$ cat src/rtl/div_8_bit_seq_pkg.sv
// Shared types and constants for the sequential restoring divider.
package div_pkg;

    typedef enum logic [1:0] {
        IDLE = 2'd0,
        CALC = 2'd1,
        DONE = 2'd2
    } div_state_t;

    localparam int ITER  = 8;
    localparam int CNT_W = 3;

endpackage

$ cat src/rtl/sub_8_bit.sv
// 8-bit subtractor: sub = a - b - cin mod 256, cout = 1 on borrow.
// Purely combinational; no handshake.
module sub_8_bit (
    input  logic [7:0] a,
    input  logic [7:0] b,
    input  logic       cin,
    output logic [7:0] sub,
    output logic       cout
);

    logic [8:0] sum;

    // Two's-complement add; a missing carry-out means the subtraction borrowed.
    assign sum  = {1'b0, a} + {1'b0, ~b} + {8'b0, ~cin};
    assign sub  = sum[7:0];
    assign cout = ~sum[8];

endmodule

$ cat src/rtl/div_8_bit_seq.sv
// Restoring 8-bit unsigned divider, one quotient bit per clock; result valid 8 cycles after accept.
// Result held in DONE until out_ready; in_ready only in IDLE, so operations never overlap.
module div_8_bit_seq
    import div_pkg::*;
(
    input  logic       clk,
    input  logic       rst_n,
    input  logic       in_valid,
    output logic       in_ready,
    input  logic [7:0] dividend,
    input  logic [7:0] divisor,
    output logic       out_valid,
    input  logic       out_ready,
    output logic [7:0] quotient,
    output logic [7:0] remainder,
    output logic       div_zero
);

    div_state_t       state;
    div_state_t       state_nxt;
    logic [7:0]       r_q;
    logic [7:0]       q_q;
    logic [7:0]       d_q;
    logic [CNT_W-1:0] cnt;
    logic             dz_q;

    logic             ovf;
    logic [7:0]       s;
    logic [7:0]       t;
    logic             bo;
    logic             take;
    logic             last;
    logic [7:0]       r_step;
    logic [7:0]       q_step;

    // Shifted partial remainder is 9 bits wide: {ovf, s}. With ovf set it
    // always exceeds the divisor, so the truncated difference is exact.
    assign ovf    = r_q[7];
    assign s      = {r_q[6:0], q_q[7]};
    assign take   = ovf | ~bo;
    assign r_step = take ? t : s;
    assign q_step = {q_q[6:0], take};
    assign last   = (cnt == CNT_W'(ITER - 1));

    sub_8_bit u_sub (
        .a    (s),
        .b    (d_q),
        .cin  (1'b0),
        .sub  (t),
        .cout (bo)
    );

    always_comb begin
        state_nxt = state;
        case (state)
            IDLE:    if (in_valid)  state_nxt = CALC;
            CALC:    if (last)      state_nxt = DONE;
            DONE:    if (out_ready) state_nxt = IDLE;
            default:                state_nxt = IDLE;
        endcase
    end

    always_comb begin
        in_ready  = (state == IDLE);
        out_valid = (state == DONE);
    end

    always_ff @(posedge clk or negedge rst_n) begin
        if (!rst_n) begin
            state <= IDLE;
            r_q   <= '0;
            q_q   <= '0;
            d_q   <= '0;
            cnt   <= '0;
            dz_q  <= 1'b0;
        end else begin
            state <= state_nxt;
            case (state)
                IDLE: begin
                    if (in_valid) begin
                        r_q  <= '0;
                        q_q  <= dividend;
                        d_q  <= divisor;
                        cnt  <= '0;
                        dz_q <= (divisor == 8'd0);
                    end
                end
                CALC: begin
                    r_q <= r_step;
                    q_q <= q_step;
                    cnt <= cnt + 1'b1;
                end
                default: ;
            endcase
        end
    end

    assign quotient  = q_q;
    assign remainder = r_q;
    assign div_zero  = dz_q;

endmodule

$ cat config.mk
export PLATFORM = sky130hd
export DESIGN_NAME = div_8_bit_seq
export DESIGN_NICKNAME = d
export VERILOG_FILES = /design/src/rtl/div_8_bit_seq_pkg.sv /design/src/rtl/sub_8_bit.sv /design/src/rtl/div_8_bit_seq.sv
export SDC_FILE = /design/constraint.sdc
export NUM_CORES = 1
export LEC_CHECK = 0
export ABC_AREA = 1
export BUFFER_PORTS_ARGS = -buffer_cell sky130_fd_sc_hd__buf_2
export CORE_MARGIN = 2
export CORE_UTILIZATION = 50
export DETAILED_ROUTE_END_ITERATION = 7
export PLACE_DENSITY = 0.76
export SLEW_MARGIN = 20
export SYNTH_ARGS = -nofsm -noshare
export SYNTH_HDL_FRONTEND = slang
export SYNTH_SLANG_ARGS = --single-unit
export TNS_END_PERCENT = 100
$ cat constraint.sdc
create_clock -name clk -period 2.82 [get_ports clk]
set_clock_uncertainty 0.2 [all_clocks]
set_input_delay 0.282 -clock clk [delete_from_list [all_inputs] [get_ports clk]]
set_output_delay 0.282 -clock clk [all_outputs]
set_load 0.05 [all_outputs]
==> results of run 1 <==
==> stage by stage <==
stage / instances / utilization, %
after floorplan: 231 / -
after global placement: 309 / 59.19
after detailed placement: 309 / 59.19
after CTS: 319 / 61.54
after global routing: 319 / 61.54
final: 319 / 61.54
==> worst min-delay path, cell delays in order <==
cell and delay, ps:
buf_2 90, nor4_1 40, nand2_1 50, nand2_1 40
==> cell type report <==
class                   instances  area [um2]  share of cell area (%)
clock inverters                 1       5.005                  0.2381
clock buffers                   7       55.05                   2.619
multi-input cells             151       858.3                   40.83
inverters                      44       165.2                   7.857
repair buffers                 40       210.2                   10.00
well taps                      46       57.56                   2.738
flip-flops and latches         30       750.7                   35.71
==> cells in the mapped netlist, types with 2 or more instances <==
cell type	number	area (um2)
nand4_1	5	31.28
a21oi_1	6	30.03
buf_4	2	15.01
nand3_2	2	20.02
nor3_1	7	35.03
nand2_1	60	225.2
a221oi_1	7	61.31
a22o_1	2	17.52
nand2_2	6	37.54
ha_1	10	125.1
o21ai_2	2	17.52
o21ai_0	5	25.02
o21ai_1	2	10.01
inv_1	42	157.7
inv_2	2	7.510
nor2_1	13	48.80
nand3_1	14	70.07
dfrtp_1	30	750.7
buf_2	2	10.01
==> repair_timing <==
item | in CTS | in global routing
hold buffers | 2 | 0
setup endpoints to repair | 0 | 0
gates resized for setup | 0 | 0
endpoints found under the hold margin | 31 | 0
buffers inserted | 0 | 0
==> state kept, by name, summed over array words and instances (netlist names) <==
signal and count:
d_q 8, remainder 8, state 2, cnt 3
div_zero 1, quotient 8
==> per-layer routing <==
metal  global-route usage, %  wire (um)
met1                   30.22       1747
met2                   36.98       2005
met3                   4.754        256
met4                   7.713         75
met5                       0          0
==> worst min path at each step <==
| stage | end | slack (ps) | cells after the start |
|---|---|---|---|
| 2_1_floorplan | cnt[0]$_DFFE_PN0P_ | -210 | 0 |
| 3_3_place_gp | quotient[5]$_DFFE_PN0P_ | 150 | 1 |
| 3_5_place_dp | quotient[5]$_DFFE_PN0P_ | 150 | 1 |
| 4_1_cts | d_q[4]$_DFFE_PN0P_ | 5 | 3 |
| 5_1_grt | d_q[7]$_DFFE_PN0P_ | 30 | 3 |
| 6_report | div_zero$_DFFE_PN0P_ | 5 | 4 |
==> kinds of logic (layout without fill, tap and decap cells) <==
family	Yosys count	count (layout)	share of synthesized area, %
simple gates	111	111	27.73
buf+inv	50	92	11.31
flops	30	30	41.38
compound gates	27	27	10.62
fa+ha+maj	11	11	8.000
xor+xnor	2	2	0.9657
==> summary.txt, run 1 <==
Predominant post-synthesis flop cell: dfrtp_1
Buf+Inv Stages, Crit Path: 2
CP startpoint kind: flop
Post-DP HPWL: 3007 um
Pre-CTS setup slack: 607.8 ps
Post-route ant nets: 0
Setup WS post-layout: 589.0 ps
WL/cell: 12.80 um
# IOs: 39
Layout area overhead: 15.86%
Worst-Skew Late Latency: 330 ps
GP Congestion: 0.9115
Final TNS setup: 0 ps
N_diodes: 0
Synth Cell Area: 1814 um2
Sequential share of the synthesized area: 41.38%
Die Width: 64.24 um
Crit end category: flop
Cts bufs inserted: 5
Fin nets: 303
Largest net degree at the start of global routing: 31
Final instance area: 2102 um2
Reg2Reg Depth: 12
CTS H-Tree Depth: 2
CTS tree: built
Worst endpoint required time: 2860 ps
Cell Chain, Critical Path: inv_1 -> ha_1 -> inv_1 -> fa_1 -> nand2_2 -> nand2_2 -> nand3_2 -> nand3_2 -> nand2_2 -> nand2_1 -> nand2_1 -> nand2_1
Tot GR Track Use: 22.74%
Starting density of the core: 53.11%
Synth warnings: 0
Number of max-cap violations: 0
CTS clock-pin slew for the worst setup and hold paths: 100 ps
Post-synth cell types: 31
Post-Route WL: 4084 um
R2r startpoint: quotient[7]$_DFFE_PN0P_
Port-buffer cells: 38
Initial antenna violation count: 0
Max frequency: 448.2 MHz
Clk root buf: clkbuf_4
Worst hold path type: primary input to flop
Tcrit/Tclk final: 79.11%
Hold Startpoint: divisor[4]
Crit Path Class: flop to flop
Post-DP Area: 2022 um2
Die area: 4126 um2
Final Hold Viols: 0
Syn nets: 262
Row count: 21
Vias/cell: 5.144
RSZ-0062 raised after global routing: false
Top Family by Delay on Critical Path: simple AND/OR/NAND/NOR gates
Syn avg cell area: 7.854 um2
Global-route wire length before repair: 7196 um
GRT overflow: 0
Worst-path maximum fanout: 12
Slew Limit Fails: 0
Hold Slack: 4.939 ps
Final min period: 2231 ps
CP Depth: 12
Gate Count Post-Synth: 231
Max_slew headroom: 55.12%
CP max stage cell: fa_1
Clock sink count: 30
DRT iter0 DRCs: 88
Worst Setup SP: quotient[7]$_DFFE_PN0P_
Number of remaining DRC errors: 0
Commonest non-fill, non-tap cell in the layout: nand2_1
Finish-stage setup viols: 0
Worst Max-Slew Pin Slew: 673.2 ps
R2R Setup Slk: 590 ps
Status: complete, no violations
Most frequent cells in the layout: 60 x nand2_1, 42 x inv_1, 38 x buf_2, 30 x dfrtp_1, 14 x nand3_1
Register bit total from synthesis: 30
Via Count: 1641
Post-synth EDFFs: 0
Layout cells sized above 1: 22.34%
WP data arrival: 2270 ps
Core area: 3416 um2
Buffer depth of the longest clock path: 2
Slowest Stage Delay on Critical Path: 420 ps
Pre-antenna DRT Iters: 4
Die Y-Extent: 64.24 um
Ys async rst share: 100.0%
Fillers: 339
End point of the critical path: remainder[7]$_DFFE_PN0P_
Vias in the first global route: 1600
FF-to-FF End: remainder[7]$_DFFE_PN0P_
Power of run 1 is not shown: default switching activity piles up to over one toggle a cycle in this logic, so the estimate is an artifact.
==> inputs of run 2 (changes only) <==
==> constraint.sdc (replaced) <==
create_clock -name clk -period 2.12 [get_ports clk]
set_clock_uncertainty 0.2 [all_clocks]
set_input_delay 0.212 -clock clk [delete_from_list [all_inputs] [get_ports clk]]
set_output_delay 0.212 -clock clk [all_outputs]
set_load 0.05 [all_outputs]
==> run 2 against run 1 <==
Clock-buffer cell count unchanged. Sequential cell count stayed put. Sequential share of layout area decreased by 2.6 points. First-iteration DRC count decreased by 2.3%. Die area is the same. Register-to-register slack worse by 490 ps. Critical path type unchanged. Critical endpoint is now remainder[4]$_DFFE_PN0P_. Largest cell class unchanged.
==> summary.txt, run 2 (synthesized netlist as in run 1, its figures left out) <==
Number of remaining DRC errors: 0 (unchanged)
Post-DP HPWL: 3186 um (+6.0%)
Status: complete, no violations
Cell Chain, Critical Path: inv_2 -> ha_1 -> inv_2 -> fa_2 -> nand2_2 -> nand2_2 -> nand3_4 -> nand3_2 -> nor2_1 -> o21ai_2
Cts bufs inserted: 5 (unchanged)
GP Congestion: 0.9046 (-0.76%)
Worst Max-Slew Pin Slew: 657.4 ps (-15.79 ps)
Slowest Stage Delay on Critical Path: 420 ps (about the same)
Buf+Inv Stages, Crit Path: 2 (unchanged)
Max frequency: 493.9 MHz (+10%)
Worst-Skew Late Latency: 340 ps (about the same)
Die Width: 64.24 um (unchanged)
Worst hold path type: primary input to flop
Port-buffer cells: 38 (unchanged)
Vias in the first global route: 1673 (+4.6%)
CP startpoint kind: flop
Clock sink count: 30 (unchanged)
WL/cell: 13.25 um (+3.5%)
Hold Path Depth: 3 (-1)
DR WL met2: 2241 um (+12%)
Buffer depth of the longest clock path: 2 (unchanged)
GRT overflow: 0 (unchanged)
CTS clock-pin slew for the worst setup and hold paths: 90 ps (about the same)
Post-Route WL: 4438 um (+8.7%)
Reg2Reg Depth: 10 (-2)
CP Depth: 10 (-2)
R2R Setup Slk: 100 ps (-490 ps)
R2r startpoint: quotient[7]$_DFFE_PN0P_
Worst-path maximum fanout: 6 (-6)
N_diodes: 0 (unchanged)
Most frequent cells in the layout: 60 x nand2_1, 40 x inv_1, 38 x buf_2, 29 x dfrtp_1, 14 x nand3_1
Crit end category: flop
M1 wire length: 1916 um (+9.7%)
Layout cells sized above 1: 24.22% (+1.9 points)
Initial antenna violation count: 0 (unchanged)
Final TNS setup: 0 ps (unchanged)
Final min period: 2025 ps (-206.1 ps)
Hold Startpoint: dividend[3]
Post-route ant nets: 0 (unchanged)
Hold endpoint: quotient[3]$_DFFE_PN0P_
Finish-stage setup viols: 0 (unchanged)
Starting density of the core: 53.11% (unchanged)
CP max stage cell: dfrtp_2
Layout area overhead: 25.17%
Worst endpoint required time: 2150 ps (-710 ps)
Via Count: 1691 (+3.0%)
RSZ-0062 raised after global routing: false
Fin nets: 319 (+5.3%)
Tcrit/Tclk final: 95.51% (+16 points)
Post-CTS setup buffer count: 0 (unchanged)
Die area: 4126 um2 (unchanged)
Die Y-Extent: 64.24 um (unchanged)
CTS H-Tree Depth: 2 (unchanged)
WP data arrival: 2060 ps (-210 ps)
Vias/cell: 5.048 (-1.9%)
Final Hold Viols: 0 (unchanged)
Top Layer Used: met4
Clk root buf: clkbuf_4
Fin cells: 335 (+5.0%)
Top Family by Delay on Critical Path: simple AND/OR/NAND/NOR gates
Pre-antenna DRT Iters: 4 (unchanged)
Number of max-cap violations: 0 (unchanged)
Slew Limit Fails: 0 (unchanged)
Core area: 3416 um2 (unchanged)
Commonest non-fill, non-tap cell in the layout: nand2_1
Hold Slack: 36.04 ps (+31.10 ps)
Global-route wire length before repair: 7417 um (+3.1%)
Max_slew headroom: 56.17% (+1.1 points)
CTS tree: built
FF-to-FF End: remainder[4]$_DFFE_PN0P_
Largest net degree at the start of global routing: 31 (unchanged)
WL met3: 188 um (-27%)
Tot GR Track Use: 23.80% (+1.1 points)
Placed cells: 313 (+1.3%)
DRT iter0 DRCs: 86 (-2.3%)
Crit Path Class: flop to flop
# IOs: 39 (unchanged)
Row count: 21 (unchanged)
==> run 2: cell count changes in the layout (fill, tap and decap cells not counted) <==
cell           change
buf_4              +4
dfrtp_1            -1
dfrtp_2            +1
dlygate4sd3_1     +11
fa_1               -1
fa_2               +1
inv_1              -2
inv_2              +2
nand3_2            -1
nand3_4            +2
==> run 2: area by class of cell <==
cell class	instances	area (um2)
Fill cell	309	1145
Clock buffer	7	55.05
Tap cell	46	57.56
Timing Repair Buffer	55	350.3
Sequential cell	30	752.0
Clock inverter	1	5.005
Multi-Input combinational cell	152	885.9
Inverter	44	165.2
==> run 2: worst max-delay path by stage <==
stage	start	end	slack (ps)
after detailed placement	quotient[7]$_DFFE_PN0P_	remainder[7]$_DFFE_PN0P_	30
after global placement	quotient[7]$_DFFE_PN0P_	remainder[7]$_DFFE_PN0P_	90
after CTS	quotient[7]$_DFFE_PN0P_	remainder[7]$_DFFE_PN0P_	10
after floorplan	quotient[7]$_DFFE_PN0P_	remainder[7]$_DFFE_PN0P_	3
final	quotient[7]$_DFFE_PN0P_	remainder[4]$_DFFE_PN0P_	100
after global routing	quotient[7]$_DFFE_PN0P_	remainder[7]$_DFFE_PN0P_	10
==> run 2: worst reg2reg max path, cell delays in order, from the launching register on <==
cell	delay (ps)
dfrtp_2	420
inv_2	60
ha_1	150
inv_2	50
fa_2	380
nand2_2	80
nand2_2	90
nand3_4	100
nand3_2	150
nor2_1	170
o21ai_2	80
==> run 2: per-layer routing <==
layer | global-route usage, % | vias up
met3 | 5.282 | 9
met1 | 30.37 | 781
li1 | - | 855
met5 | 0 | -
met4 | 11.44 | 0
met2 | 38.28 | 46
==> run 2: metrics by stage <==
stage	setup slack [ps]	utilization, %	area [um2]
after floorplan	2.896	-	1818
after CTS	14.45	65.75	2246
final	95.13	66.48	2271
after detailed placement	25.03	60.18	2056
after global routing	14.67	66.48	2271
after global placement	88.13	60.18	2056
==> run 2: timing repair <==
action	CTS	global route
hold endpoints to repair	41	0
hold buffers	13	0
endpoints found under the setup margin	0	8
gates resized for setup	0	2
Power of run 2 is left out for the same reason.
==> inputs of run 3 (changes only) <==
--- a/config.mk
+++ b/config.mk
@@ -7,10 +7,12 @@
 export LEC_CHECK = 0
 export ABC_AREA = 1
 export BUFFER_PORTS_ARGS = -buffer_cell sky130_fd_sc_hd__buf_2
+export CELL_PAD_IN_SITES_DETAIL_PLACEMENT = 0
+export CELL_PAD_IN_SITES_GLOBAL_PLACEMENT = 1
 export CORE_MARGIN = 2
-export CORE_UTILIZATION = 50
+export CORE_UTILIZATION = 39
 export DETAILED_ROUTE_END_ITERATION = 7
-export PLACE_DENSITY = 0.76
+export PLACE_DENSITY = 0.81
 export SLEW_MARGIN = 20
 export SYNTH_ARGS = -nofsm -noshare
 export SYNTH_HDL_FRONTEND = slang
==> run 3 against run 2 <==
Utilization decreased by 15 points. Register-to-register slack improved by 40 ps. Sequential share of layout area rose by 0.13 points. Final cell count unchanged. Routed wire length down 2.1%. Via count fell by 3.7%. Critical path type unchanged.
==> summary.txt, run 3 (synthesized netlist as in run 1, its figures left out) <==
CTS tree: built
M1 GR Usage: 26.29% (-4.1 points)
Pre-antenna DRT Iters: 4 (unchanged)
Vias/cell: 4.860 (-3.7%)
Largest net degree at the start of global routing: 31 (unchanged)
Tcrit/Tclk final: 93.56% (-1.9 points)
Worst hold path type: primary input to flop
R2r startpoint: quotient[7]$_DFFE_PN0P_
Final min period: 1984 ps (-41.32 ps)
Via Count: 1628 (-3.7%)
Gr busiest metal: met2
Global-route wire length before repair: 7431 um (+0.19%)
Finish-stage setup viols: 0 (unchanged)
RSZ-0062 raised after global routing: false
Reg2Reg Depth: 11 (+1)
Cts bufs inserted: 5 (unchanged)
Crit end category: flop
WP data arrival: 1960 ps (-100 ps)
Row count: 24 (+14%)
Worst Setup SP: quotient[7]$_DFFE_PN0P_
Worst endpoint required time: 2100 ps (-50 ps)
Number of remaining DRC errors: 0 (unchanged)
Die Y-Extent: 72.21 um (+12%)
Initial antenna violation count: 0 (unchanged)
N_diodes: 0 (unchanged)
WL/cell: 12.97 um (-2.1%)
Fillers: 440 (+42%)
GR Util met3: 4.444% (-0.84 points)
Layout area overhead: 24.69%
Most frequent cells in the layout: 60 x nand2_1, 40 x inv_1, 38 x buf_2, 29 x dfrtp_1, 14 x nand3_1
Worst-path maximum fanout: 4 (-2)
Die Width: 72.21 um (+12%)
FF-to-FF End: remainder[5]$_DFFE_PN0P_
M2 GR Usage: 27.73% (-11 points)
Layout cells sized above 1: 25.80% (+1.6 points)
Port-buffer cells: 38 (unchanged)
End point of the critical path: remainder[5]$_DFFE_PN0P_
Buffer depth of the longest clock path: 2 (unchanged)
Post-Route WL: 4345 um (-2.1%)
Number of max-cap violations: 0 (unchanged)
CTS H-Tree Depth: 2 (unchanged)
Core area: 4414 um2 (+29%)
Commonest non-fill, non-tap cell in the layout: nand2_1
Slew Limit Fails: 0 (unchanged)
Status: complete, no violations
Final Hold Viols: 0 (unchanged)
Clk root buf: clkbuf_8
CTS clock-pin slew for the worst setup and hold paths: 70 ps (-20 ps)
Tot GR Track Use: 18.51% (-5.3 points)
Post-route ant nets: 0 (unchanged)
Post-DP Area: 2063 um2 (+0.37%)
Die area: 5214 um2 (+26%)
Starting density of the core: 41.10% (-12 points)
# IOs: 39 (unchanged)
Vias in the first global route: 1576 (-5.8%)
Post-DP HPWL: 3148 um (-1.2%)
Max_slew headroom: 55.12% (-1.1 points)
CP startpoint kind: flop
Worst-Skew Late Latency: 280 ps (-60 ps)
Fin nets: 313 (-1.9%)
DRT iter0 DRCs: 116 (+35%)
Max frequency: 504.1 MHz (+2.1%)
GRT overflow: 0 (unchanged)
R2R Setup Slk: 140 ps (+40 ps)
Clock sink count: 30 (unchanged)
Final instance area: 2262 um2 (-0.39%)
GP Congestion: 0.8179 (-9.6%)
Crit Path Class: flop to flop
Worst Max-Slew Pin Slew: 673.2 ps (+15.80 ps)
## run 3: metrics by stage
step / TNS, ps / utilization [%] / worst slack (ps) / hold WS [ps] / std cells
final: 0 / 51.25 / 136.5 / 8.373 / 335
after global routing: 0 / 51.25 / 9.509 / 30.32 / 335
after CTS: 0 / 50.43 / 81.52 / 2.712 / 333
after detailed placement: -5.752 / 46.74 / -5.752 / 101.7 / 319
after global placement: 0 / 46.74 / 53.94 / 88.97 / 319
after floorplan: 0 / - / 2.896 / -283.6 / 231
## run 3: worst max-delay path, cell delays in order, from the launching register on
cell and delay (ps):
dfrtp_2 420, inv_2 60, ha_1 160, inv_2 50
fa_2 340, nand2_2 80, nand2_2 90, nand3_4 110
buf_4 130, nand4_1 80, nand3_1 100, nand2_1 50
## run 3: worst min path at each step
stage | start | endpoint | slack (ps) | cells past startpoint
final | divisor[6] | d_q[6]$_DFFE_PN0P_ | 8 | 3
after global routing | divisor[6] | d_q[6]$_DFFE_PN0P_ | 30 | 3
after CTS | divisor[2] | d_q[2]$_DFFE_PN0P_ | 3 | 3
after detailed placement | rst_n | quotient[4]$_DFFE_PN0P_ | 100 | 1
after global placement | rst_n | quotient[4]$_DFFE_PN0P_ | 90 | 1
after floorplan | rst_n | cnt[0]$_DFFE_PN0P_ | -280 | 0
## run 3: timing repair
action / CTS / global route
pin swaps: 0 / 1
hold endpoints to repair: 35 / 0
gates cloned: 0 / 1
gates resized for setup: 1 / 3
hold buffers: 6 / 0
buffers inserted: 0 / 1
setup endpoints to repair: 1 / 9
## run 3: cell type report
cell class | count | area (um2) | area share (%)
Clock buffer | 6 | 82.58 | 3.650
Inverter | 44 | 165.2 | 7.301
Multi-Input combinational cell | 152 | 897.1 | 39.66
Sequential cell | 30 | 752.0 | 33.24
Tap cell | 52 | 65.06 | 2.876
Clock inverter | 2 | 12.51 | 0.5531
Timing Repair Buffer | 49 | 287.8 | 12.72
## run 3: layer usage
layer	up-vias	share of wire [%]
met3	5	3.8
met5	-	0
li1	845	-
met2	34	46
met1	744	49
met4	0	0.99
Power of run 3 is left out for the same reason.
